==> config.mk <==
export PLATFORM = sky130hd
export DESIGN_NAME = ripple_count_capture
export DESIGN_NICKNAME = d
export VERILOG_FILES = /design/src/rtl/ripple_cap_pkg.sv /design/src/rtl/ripple_sample_filter.sv /design/src/rtl/ripple_count_capture.sv
export SDC_FILE = /design/constraint.sdc
export NUM_CORES = 1
export LEC_CHECK = 0
export ABC_AREA = 1
export CORE_MARGIN = 3
export CORE_UTILIZATION = 53
export DETAILED_ROUTE_END_ITERATION = 8
export GPL_TIMING_DRIVEN = 0
export PLACE_DENSITY = 0.77
export SETUP_SLACK_MARGIN = 0.15
export SLEW_MARGIN = 20
export SYNTH_ARGS = -nofsm -noshare
export SYNTH_HDL_FRONTEND = slang
export SYNTH_SLANG_ARGS = --single-unit
==> constraint.sdc <==
create_clock -name clock -period 2.4 [get_ports clock]
set_input_delay 0.6 -clock clock [delete_from_list [all_inputs] [get_ports clock]]
set_output_delay 0.6 -clock clock [all_outputs]
set_load 0.01 [all_outputs]
==> src/rtl/ripple_cap_pkg.sv <==
// Shared types and constants for the ripple counter capture block.
package ripple_cap_pkg;

  localparam int CNT_W     = 4;
  localparam int DELTA_W   = 8;
  localparam int DELTA_MAX = 255;

  typedef enum logic [1:0] {
    IDLE,
    HOLD,
    PEND
  } cap_state_t;

  // Forward distance between two counter readings, wrapping modulo 16.
  function automatic logic [CNT_W-1:0] wrap_delta(input logic [CNT_W-1:0] cur,
                                                  input logic [CNT_W-1:0] prev);
    return cur - prev;
  endfunction

endpackage

==> src/rtl/ripple_sample_filter.sv <==
// Synchronizes the ripple counter bits and only passes on values that have
// held still long enough for every bit to have settled.
module ripple_sample_filter
  import ripple_cap_pkg::*;
#(
  parameter int STABLE_CYCLES = 2
) (
  input  logic             clock,
  input  logic             reset,
  input  logic             clr,
  input  logic [CNT_W-1:0] cnt_in,
  output logic             accept,
  output logic [CNT_W-1:0] acc_value,
  output logic [CNT_W-1:0] prev_value
);

  localparam logic [2:0] RUN_MAX = 3'(STABLE_CYCLES);

  logic [CNT_W-1:0] sync_meta;
  logic [CNT_W-1:0] sync_q;
  logic [CNT_W-1:0] stable;
  logic [2:0]       run;
  logic [2:0]       run_next;
  logic             primed;
  logic             take;

  // Run length of identical samples, plus the decision to take a new value.
  always_comb begin
    run_next = run;
    if (sync_meta != sync_q) begin
      run_next = 3'd1;
    end else if (run >= RUN_MAX) begin
      run_next = RUN_MAX;
    end else begin
      run_next = run + 3'd1;
    end
    take = (run_next == RUN_MAX) && (!primed || (sync_q != stable));
  end

  // Two-flop synchronizer; deliberately untouched by clr.
  always_ff @(posedge clock or negedge reset) begin
    if (!reset) begin
      sync_meta <= '0;
      sync_q    <= '0;
    end else begin
      sync_meta <= cnt_in;
      sync_q    <= sync_meta;
    end
  end

  // Run counter keeps tracking the raw bits even across a clr.
  always_ff @(posedge clock or negedge reset) begin
    if (!reset) begin
      run <= '0;
    end else begin
      run <= run_next;
    end
  end

  // Baseline register; the first value after reset or clr only primes it.
  always_ff @(posedge clock or negedge reset) begin
    if (!reset) begin
      primed     <= 1'b0;
      stable     <= '0;
      accept     <= 1'b0;
      acc_value  <= '0;
      prev_value <= '0;
    end else if (clr) begin
      primed <= 1'b0;
      accept <= 1'b0;
    end else begin
      accept <= take && primed;
      if (take) begin
        primed     <= 1'b1;
        stable     <= sync_q;
        acc_value  <= sync_q;
        prev_value <= stable;
      end
    end
  end

endmodule

==> src/rtl/ripple_count_capture.sv <==
// Extends filtered ripple counter readings into a wide running count and
// hands snapshots of it to a consumer over a valid/ready handshake.
module ripple_count_capture
  import ripple_cap_pkg::*;
#(
  parameter int STABLE_CYCLES = 2,
  parameter int EXT_WIDTH     = 16
) (
  input  logic                 clock,
  input  logic                 reset,
  input  logic [CNT_W-1:0]     cnt_in,
  input  logic                 en,
  input  logic                 clr,
  output logic                 out_valid,
  input  logic                 out_ready,
  output logic [EXT_WIDTH-1:0] out_count,
  output logic [DELTA_W-1:0]   out_delta,
  output logic                 out_sat,
  output logic                 overflow
);

  logic                 accept;
  logic [CNT_W-1:0]     acc_value;
  logic [CNT_W-1:0]     prev_value;
  logic [CNT_W-1:0]     delta;
  logic                 accum;
  logic [EXT_WIDTH-1:0] ext_count;
  logic [EXT_WIDTH:0]   ext_sum;
  logic [DELTA_W-1:0]   pend;
  logic                 pend_sat;
  logic [DELTA_W:0]     pend_sum;
  logic [DELTA_W-1:0]   pend_next;
  logic                 sat_next;
  logic [EXT_WIDTH-1:0] cnt_cur;
  logic [DELTA_W-1:0]   pend_cur;
  logic                 sat_cur;
  logic                 load_snap;
  cap_state_t           state;
  cap_state_t           state_next;

  ripple_sample_filter #(
    .STABLE_CYCLES(STABLE_CYCLES)
  ) u_filter (
    .clock     (clock),
    .reset     (reset),
    .clr       (clr),
    .cnt_in    (cnt_in),
    .accept    (accept),
    .acc_value (acc_value),
    .prev_value(prev_value)
  );

  // Delta arithmetic and the "current" values a snapshot would capture.
  always_comb begin
    delta    = wrap_delta(acc_value, prev_value);
    accum    = accept && en && (delta != '0);
    ext_sum  = {1'b0, ext_count} + (EXT_WIDTH+1)'(delta);
    pend_sum = {1'b0, pend} + (DELTA_W+1)'(delta);
    sat_next = pend_sat || (pend_sum > (DELTA_W+1)'(DELTA_MAX));
    if (pend_sum > (DELTA_W+1)'(DELTA_MAX)) begin
      pend_next = DELTA_W'(DELTA_MAX);
    end else begin
      pend_next = pend_sum[DELTA_W-1:0];
    end
    cnt_cur  = accum ? ext_sum[EXT_WIDTH-1:0] : ext_count;
    pend_cur = accum ? pend_next : pend;
    sat_cur  = accum ? sat_next : pend_sat;
  end

  // Output FSM: decides when a fresh snapshot is loaded.
  always_comb begin
    state_next = state;
    load_snap  = 1'b0;
    case (state)
      IDLE: begin
        if (accum) begin
          state_next = HOLD;
          load_snap  = 1'b1;
        end
      end
      HOLD: begin
        if (out_ready && accum) begin
          load_snap = 1'b1;
        end else if (out_ready) begin
          state_next = IDLE;
        end else if (accum) begin
          state_next = PEND;
        end
      end
      PEND: begin
        if (out_ready) begin
          state_next = HOLD;
          load_snap  = 1'b1;
        end
      end
      default: state_next = IDLE;
    endcase
  end

  assign out_valid = (state != IDLE);

  // State register; clr forces the handshake back to idle.
  always_ff @(posedge clock or negedge reset) begin
    if (!reset) begin
      state <= IDLE;
    end else if (clr) begin
      state <= IDLE;
    end else begin
      state <= state_next;
    end
  end

  // Running count with a sticky wrap flag.
  always_ff @(posedge clock or negedge reset) begin
    if (!reset) begin
      ext_count <= '0;
      overflow  <= 1'b0;
    end else if (clr) begin
      ext_count <= '0;
      overflow  <= 1'b0;
    end else if (accum) begin
      ext_count <= ext_sum[EXT_WIDTH-1:0];
      if (ext_sum[EXT_WIDTH]) begin
        overflow <= 1'b1;
      end
    end
  end

  // Deltas not yet reported; emptied whenever a snapshot takes them.
  always_ff @(posedge clock or negedge reset) begin
    if (!reset) begin
      pend     <= '0;
      pend_sat <= 1'b0;
    end else if (clr) begin
      pend     <= '0;
      pend_sat <= 1'b0;
    end else if (load_snap) begin
      pend     <= '0;
      pend_sat <= 1'b0;
    end else if (accum) begin
      pend     <= pend_next;
      pend_sat <= sat_next;
    end
  end

  // Snapshot registers stay frozen until the FSM asks for a reload.
  always_ff @(posedge clock or negedge reset) begin
    if (!reset) begin
      out_count <= '0;
      out_delta <= '0;
      out_sat   <= 1'b0;
    end else if (clr) begin
      out_count <= '0;
      out_delta <= '0;
      out_sat   <= 1'b0;
    end else if (load_snap) begin
      out_count <= cnt_cur;
      out_delta <= pend_cur;
      out_sat   <= sat_cur;
    end
  end

endmodule

==> metrics.yaml <==
status: "finished with violations"
violations: "setup timing"
fin_crit_sh: 1.09
die_width_um: 95.8
cts.htree.levels: 3
dp_hpwl_um: 7510
fp.dieH_um: 95.8
slew_violations: 0
synth-seq-cells: 74
insertion_delay_ns: 0.35
worstPathArrival_ns: 2.86
rsz0062_at_grt: "yes"
hold_path_class: "in -> async"
fin_ws_ns: -0.217
setup_violations: 52
grt.overflow.total: 0
synth_area_per_cell_um2: 7.51
syn_area_um2: 4270
drive_gt1_frac: 0.309
wl_per_cell_um: 16.9
drc_errors: 0
via_count: 4283
rows: 32
portBuffers: 35
yosys_warnings: 0
cap_violations: 0
synth_fp_nets: 595
cts_tree: "yes"
path_cells: "inv_2 -> ha_4 -> inv_2 -> fa_2 -> nand2_2 -> inv_4 -> nor2_4 -> buf_12 -> buf_6 -> buf_6 -> nor2_4 -> nand3_4 -> nand2_8 -> buf_6 -> buf_16 -> nor2_2 -> nor2_2 -> nand2_2 -> nand2_1"
critPathSlowestCell: "dfrtp_1"
slew_headroom: 0.553
yosysTopAreaCell: "dfrtp_1"
wirelength_um: 12900
drtPass1Iterations: 5
post-place-ws_ns: -0.317
grt_pass1_vias: 4226
crit_buf_inv: 8
irDropWorstVdd_mv: 0.427
cts_sinks: 74
cts_buffer_depth: 2
end_kind: "flip-flop"
syn_to_final_growth_pct: 41.2
min_period_ns: 2.62
fin_nets: 678
ys_types: 39
tightest_slew_ns: 0.671
synth_top_area_frac: 0.433
drt_first_iter_violations: 388
core_area_um2: 7770
numCtsBuffers: 9
required_ns: 2.65
hold_slack_ns: 0.176
async_flop_share: 1.00
gp_congestion: 0.892
antenna_left: 0
synth_seq_area_share: 0.433
setup_tns_ns: -7.21
crit_family: "simple AND/OR/NAND/NOR gates"
synth-edff-count: 0
final-hold-violation-count: 0
worst-path-max-fanout: 7
postSynthCellCount: 569
slowest_delay_ns: 0.41
grt_usage: 0.285
cts-root-buf: "clkbuf_8"
critPathMostFrequentCell: "buf_6"
power.leakage_nw: 3.00
cts.clk_slew.worst_paths_ns: 0.09
grt_pass1_wl_um: 20100
critPathLaunchType: "flip-flop"
r2r_setup_slack_ns: -0.22
n_antenna_cell: 0
grt_max_degree: 45
dieArea_um2: 9180
dominantRegCellSynth: "dfrtp_1"
clock_skew_ns: 0.0113
power.density_nw_per_um2: 739
antenna_found_initial: 0
crit_type: "reg -> reg"
yosys-top-cells-area: "dfrtp_1 (43%), nand2_1 (18%), nand3_1 (6.1%)"
initial_core_util: 0.550
ios: 36
max_freq_mhz: 382
routed_via_density: 5.64
cell usage in the layout, fill, tap and decap left out, drive strengths merged, types with 8 or more instances in the layout:
cell type,synthesis,layout
nor2,66,66
a21oi,16,16
inv,68,69
dfrtp,74,74
ha,14,14
clkbuf,2,11
buf,12,50
o21ai,17,17
nand2,205,205
clkdlybuf4s50,0,34
nor3,8,8
nand3,55,55
nand4,9,9
worst paths after layout:
check,from,to,cells past startpoint
setup / recovery,u_filter.stable[0]$_DFFE_PN0P_,out_delta[3]$_DFFE_PN0P_,19
hold / removal,reset,ext_count[13]$_DFF_PN0_,1
setup reg to reg,u_filter.stable[0]$_DFFE_PN0P_,out_delta[3]$_DFFE_PN0P_,19
hold reg to reg,u_filter.sync_meta[2]$_DFF_PN0_,u_filter.sync_q[2]$_DFF_PN0_,0
max in group asynchronous,reset,ext_count[1]$_DFF_PN0_,2
min in group clock,u_filter.sync_meta[2]$_DFF_PN0_,u_filter.sync_q[2]$_DFF_PN0_,0
what timing repair did:
| action | 4_1_cts | 5_1_grt |
|---|---|---|
| setup endpoints to repair | 53 | 53 |
| gates resized for setup | 85 | 63 |
| gates cloned | 5 | 0 |
| pin swaps | 40 | 34 |
| setup buffers | 26 | 5 |
| hold buffers | 0 | 0 |
flip-flops by register name, summed over array words and instances, names as in the netlist:
name and flops:
u_filter.primed 1, u_filter.sync_meta 4, pend_sat 1, state 2, u_filter.accept 1, u_filter.run 3
u_filter.prev_value 4, out_sat 1, u_filter.stable 4, out_count 16, pend 8, overflow 1
ext_count 16, u_filter.sync_q 4, out_delta 8
Yosys cell counts (2+ instances only):
library cell    n
nand4_1         9
dfrtp_1        74
nand2_2         2
buf_6           5
nor2_1         64
nor3_2          2
nand3b_1        2
nand3_2         2
clkbuf_1        2
nand2_1       200
buf_2           3
nor3_1          6
inv_2           3
ha_1           14
nand2_4         3
xor2_1          7
inv_1          64
o21ai_2         8
a21oi_1        14
fa_1            3
o21ai_0         9
xnor2_1         3
buf_4           3
nand3_1        52
stage by stage:
stage,area (µm²),instances,total power [mW],util
floorplan,4390,569,2.35,-
global placement,4870,706,2.58,0.627
detailed placement,4900,707,2.64,0.630
CTS,5750,754,4.27,0.741
global route,6030,759,4.66,0.777
finish,6030,759,4.46,0.777
kinds of logic after synthesis:
kind of cell               after synthesis  share of synthesized area
and+or+nand+nor                        349                      0.351
buffers and inverters                   83                     0.0858
DFF                                     74                      0.433
AOI/OAI and AO/OA                       36                     0.0545
adders and majority gates               17                     0.0551
xor gates and xnor gates                10                     0.0205
power breakdown:
part / internal (mW) / total [mW] / leakage (nW) / switching, mW
Sequential: 1.31 / 1.37 / 0.998 / 0.0637
Combinational: 0.857 / 1.90 / 1.87 / 1.04
Clock: 0.691 / 1.19 / 0.123 / 0.498
Total: 2.85 / 4.46 / 3.00 / 1.60
final cells by class:
cell class / instances / area (µm²)
Sequential cell: 74 / 1850
Timing Repair Buffer: 72 / 772
Inverter: 69 / 274
Clock buffer: 9 / 124
Buffer: 14 / 130
Fill cell: 467 / 1730
Clock inverter: 7 / 118
Multi-Input combinational cell: 412 / 2640
Tap cell: 102 / 128
routing by layer:
layer / share of wire / GRT usage / up-vias
met1: 0.39 / 0.357 / 2050
met2: 0.50 / 0.493 / 214
met4: 0.045 / 0.103 / 0
met5: 0 / 0 / -
met3: 0.058 / 0.0508 / 69
li1: - / - / 1950
Power figures use the tool's default switching activity.
==> RTL change: new RTL, same settings <==
Change the package constant `CNT_W` from 4 to 5.
--- a/src/rtl/ripple_cap_pkg.sv
+++ b/src/rtl/ripple_cap_pkg.sv
@@ -3,3 +3,3 @@
 
-  localparam int CNT_W     = 4;
+  localparam int CNT_W     = 5;
   localparam int DELTA_W   = 8;
Ports: changed (resized cnt_in); port bits go from 36 to 37. No check against the original RTL was run, so the function may have changed too.
==> RTL change against the original RTL <==
- area after synthesis grew 6.5%
- sequential cell count grew 4
- the run still ends with setup timing left
- setup slack lost 240 ps
- largest power group unchanged
- hold slack lost 61 ps
- highest routed layer unchanged
- non-clock buffer count grew 23
- count of clock-buffer cells in the layout grew 1
- routed wire length grew 11%
- critical endpoint is now u_filter.stable[0]
- total power grew 20%
- cell area grew 5.7%
==> RTL change: results <==
{
  "timing.final.ws_setup_ps": -455,
  "synthArstFlopShare_pct": 100,
  "io_buffers": 36,
  "grt_max_degree": 59,
  "htreeDepth": 3,
  "yosysSeqAreaShare_pct": 42.9,
  "final_nets": 735,
  "placed_cell_area_um2": 5210,
  "cp_max_fo": 2,
  "hpwl_um": 7930,
  "drtIter0Drc": 323,
  "crit_family": "buffers and inverters",
  "r2r-end": "u_filter.stable[0]",
  "routedWlPerCell_um": 17.6,
  "status": "finished with violations",
  "synth.area.top_cells": "dfrtp_1 (43%), nand2_1 (16%), nand3_1 (7.6%)",
  "leakage_nw": 3.14,
  "violations": "setup timing",
  "first_pass_iters": 6,
  "insertion_delay_ps": 370,
  "worst_path_largest_cell_delay_ps": 380,
  "synthDominantCellAreaShare_pct": 42.9,
  "grt_pass1_wl_um": 20500,
  "cp.arrival_ps": 3150,
  "synth_nets": 629,
  "grt_util_all_layers_pct": 26.4,
  "finClkSkew_ps": 16.8,
  "finalSetupViolCount": 54,
  "grt_pass1_vias": 4403,
  "avgViaCountPerCell": 5.66,
  "pre_cts_ws_ps": -536,
  "yosysUniqueCellTypes": 38,
  "synthTopCellsByCount": "nand2_1 (190), inv_1 (82), dfrtp_1 (78)",
  "final_layout_size_suffix_gt1_share_pct": 30.4,
  "ys.flop_type": "dfrtp_1",
  "p_sw_mw": 2.17,
  "gp_congestion": 0.926
}
[RTL change: cell types whose count changed after synthesis, sizes merged, moves of 4 or more]
cell | unedited run | this run
nor2 | 66 | 48
inv | 68 | 85
nand3 | 55 | 70
nand2 | 205 | 195
o21bai | 1 | 10
dfrtp | 74 | 78
[RTL change: cell type report]
cell class                 instances  area [um^2]  area share [%]
buffer                            15          134            2.10
multi-input combinational        420         2700            42.4
inverter                          87          344            5.40
clock inverter                     6         70.1            1.10
sequential                        78         1950            30.7
clock buffer                      10          128            2.00
tap                              105          131            2.06
timing repair buffer              94          912            14.3
[RTL change: how the worst min path moves through the flow]
stage | to | cells after the start | slack [ps] | startpoint
3_5_place_dp | u_filter.sync_q[0] | 0 | 390 | u_filter.sync_meta[0]
6_report | out_count[7] | 1 | 120 | reset
3_3_place_gp | u_filter.sync_q[4] | 0 | 380 | u_filter.sync_meta[4]
2_1_floorplan | ext_count[0] | 0 | 300 | reset
4_1_cts | out_count[7] | 1 | 130 | reset
5_1_grt | pend[4] | 1 | 140 | reset
[RTL change: what timing repair did]
item                       in CTS  in global routing
setup endpoints to repair      53                 54
setup buffers                  31                 24
pin swaps                      34                 47
resized for setup              43                 94
gates cloned                    0                  3
[RTL change: power by group through the flow]
stage / Combinational [mW] / Sequential, mW / Clock [mW]
finish: 2.82 / 1.49 / 1.02
global route: 3.01 / 1.50 / 1.09
CTS: 2.14 / 1.48 / 1.03
detailed placement: 1.70 / 1.51 / 0
global placement: 1.63 / 1.50 / 0
floorplan: 1.32 / 1.49 / 0
[RTL change: kinds of logic (layout without fill, tap and decap cells)]
family,count (synthesis),in the layout,synth area share [%]
buffers and inverters,102,212,9.65
xor gates and xnor gates,14,14,2.69
and+or+nand+nor,334,335,32.2
adders and majority gates,20,20,5.99
DFF,78,78,42.9
AOI/OAI and AO/OA,51,51,6.60
[RTL change: through the flow]
step	hold slack, ps	util (%)	total power, mW	setup TNS, ps	std cells
floorplan	304	-	2.80	-1360	599
global placement	378	62.7	3.13	-173020	740
detailed placement	386	63.0	3.21	-19640	741
CTS	130	70.2	4.65	-10140	788
global route	138	77.2	5.61	-20700	815
finish	115	77.2	5.34	-15530	815
[RTL change: per-layer routing]
layer  vias to the layer above  part of all wire (%)  routed length (um)  GRT usage (%)
li1                       2112                     -                   -              -
met1                      2201                    39                5520           33.0
met2                       229                    49                7070           44.9
met3                        74                   6.8                 974           5.38
met4                         0                   5.2                 751           10.7
met5                         -                     0                   0              0
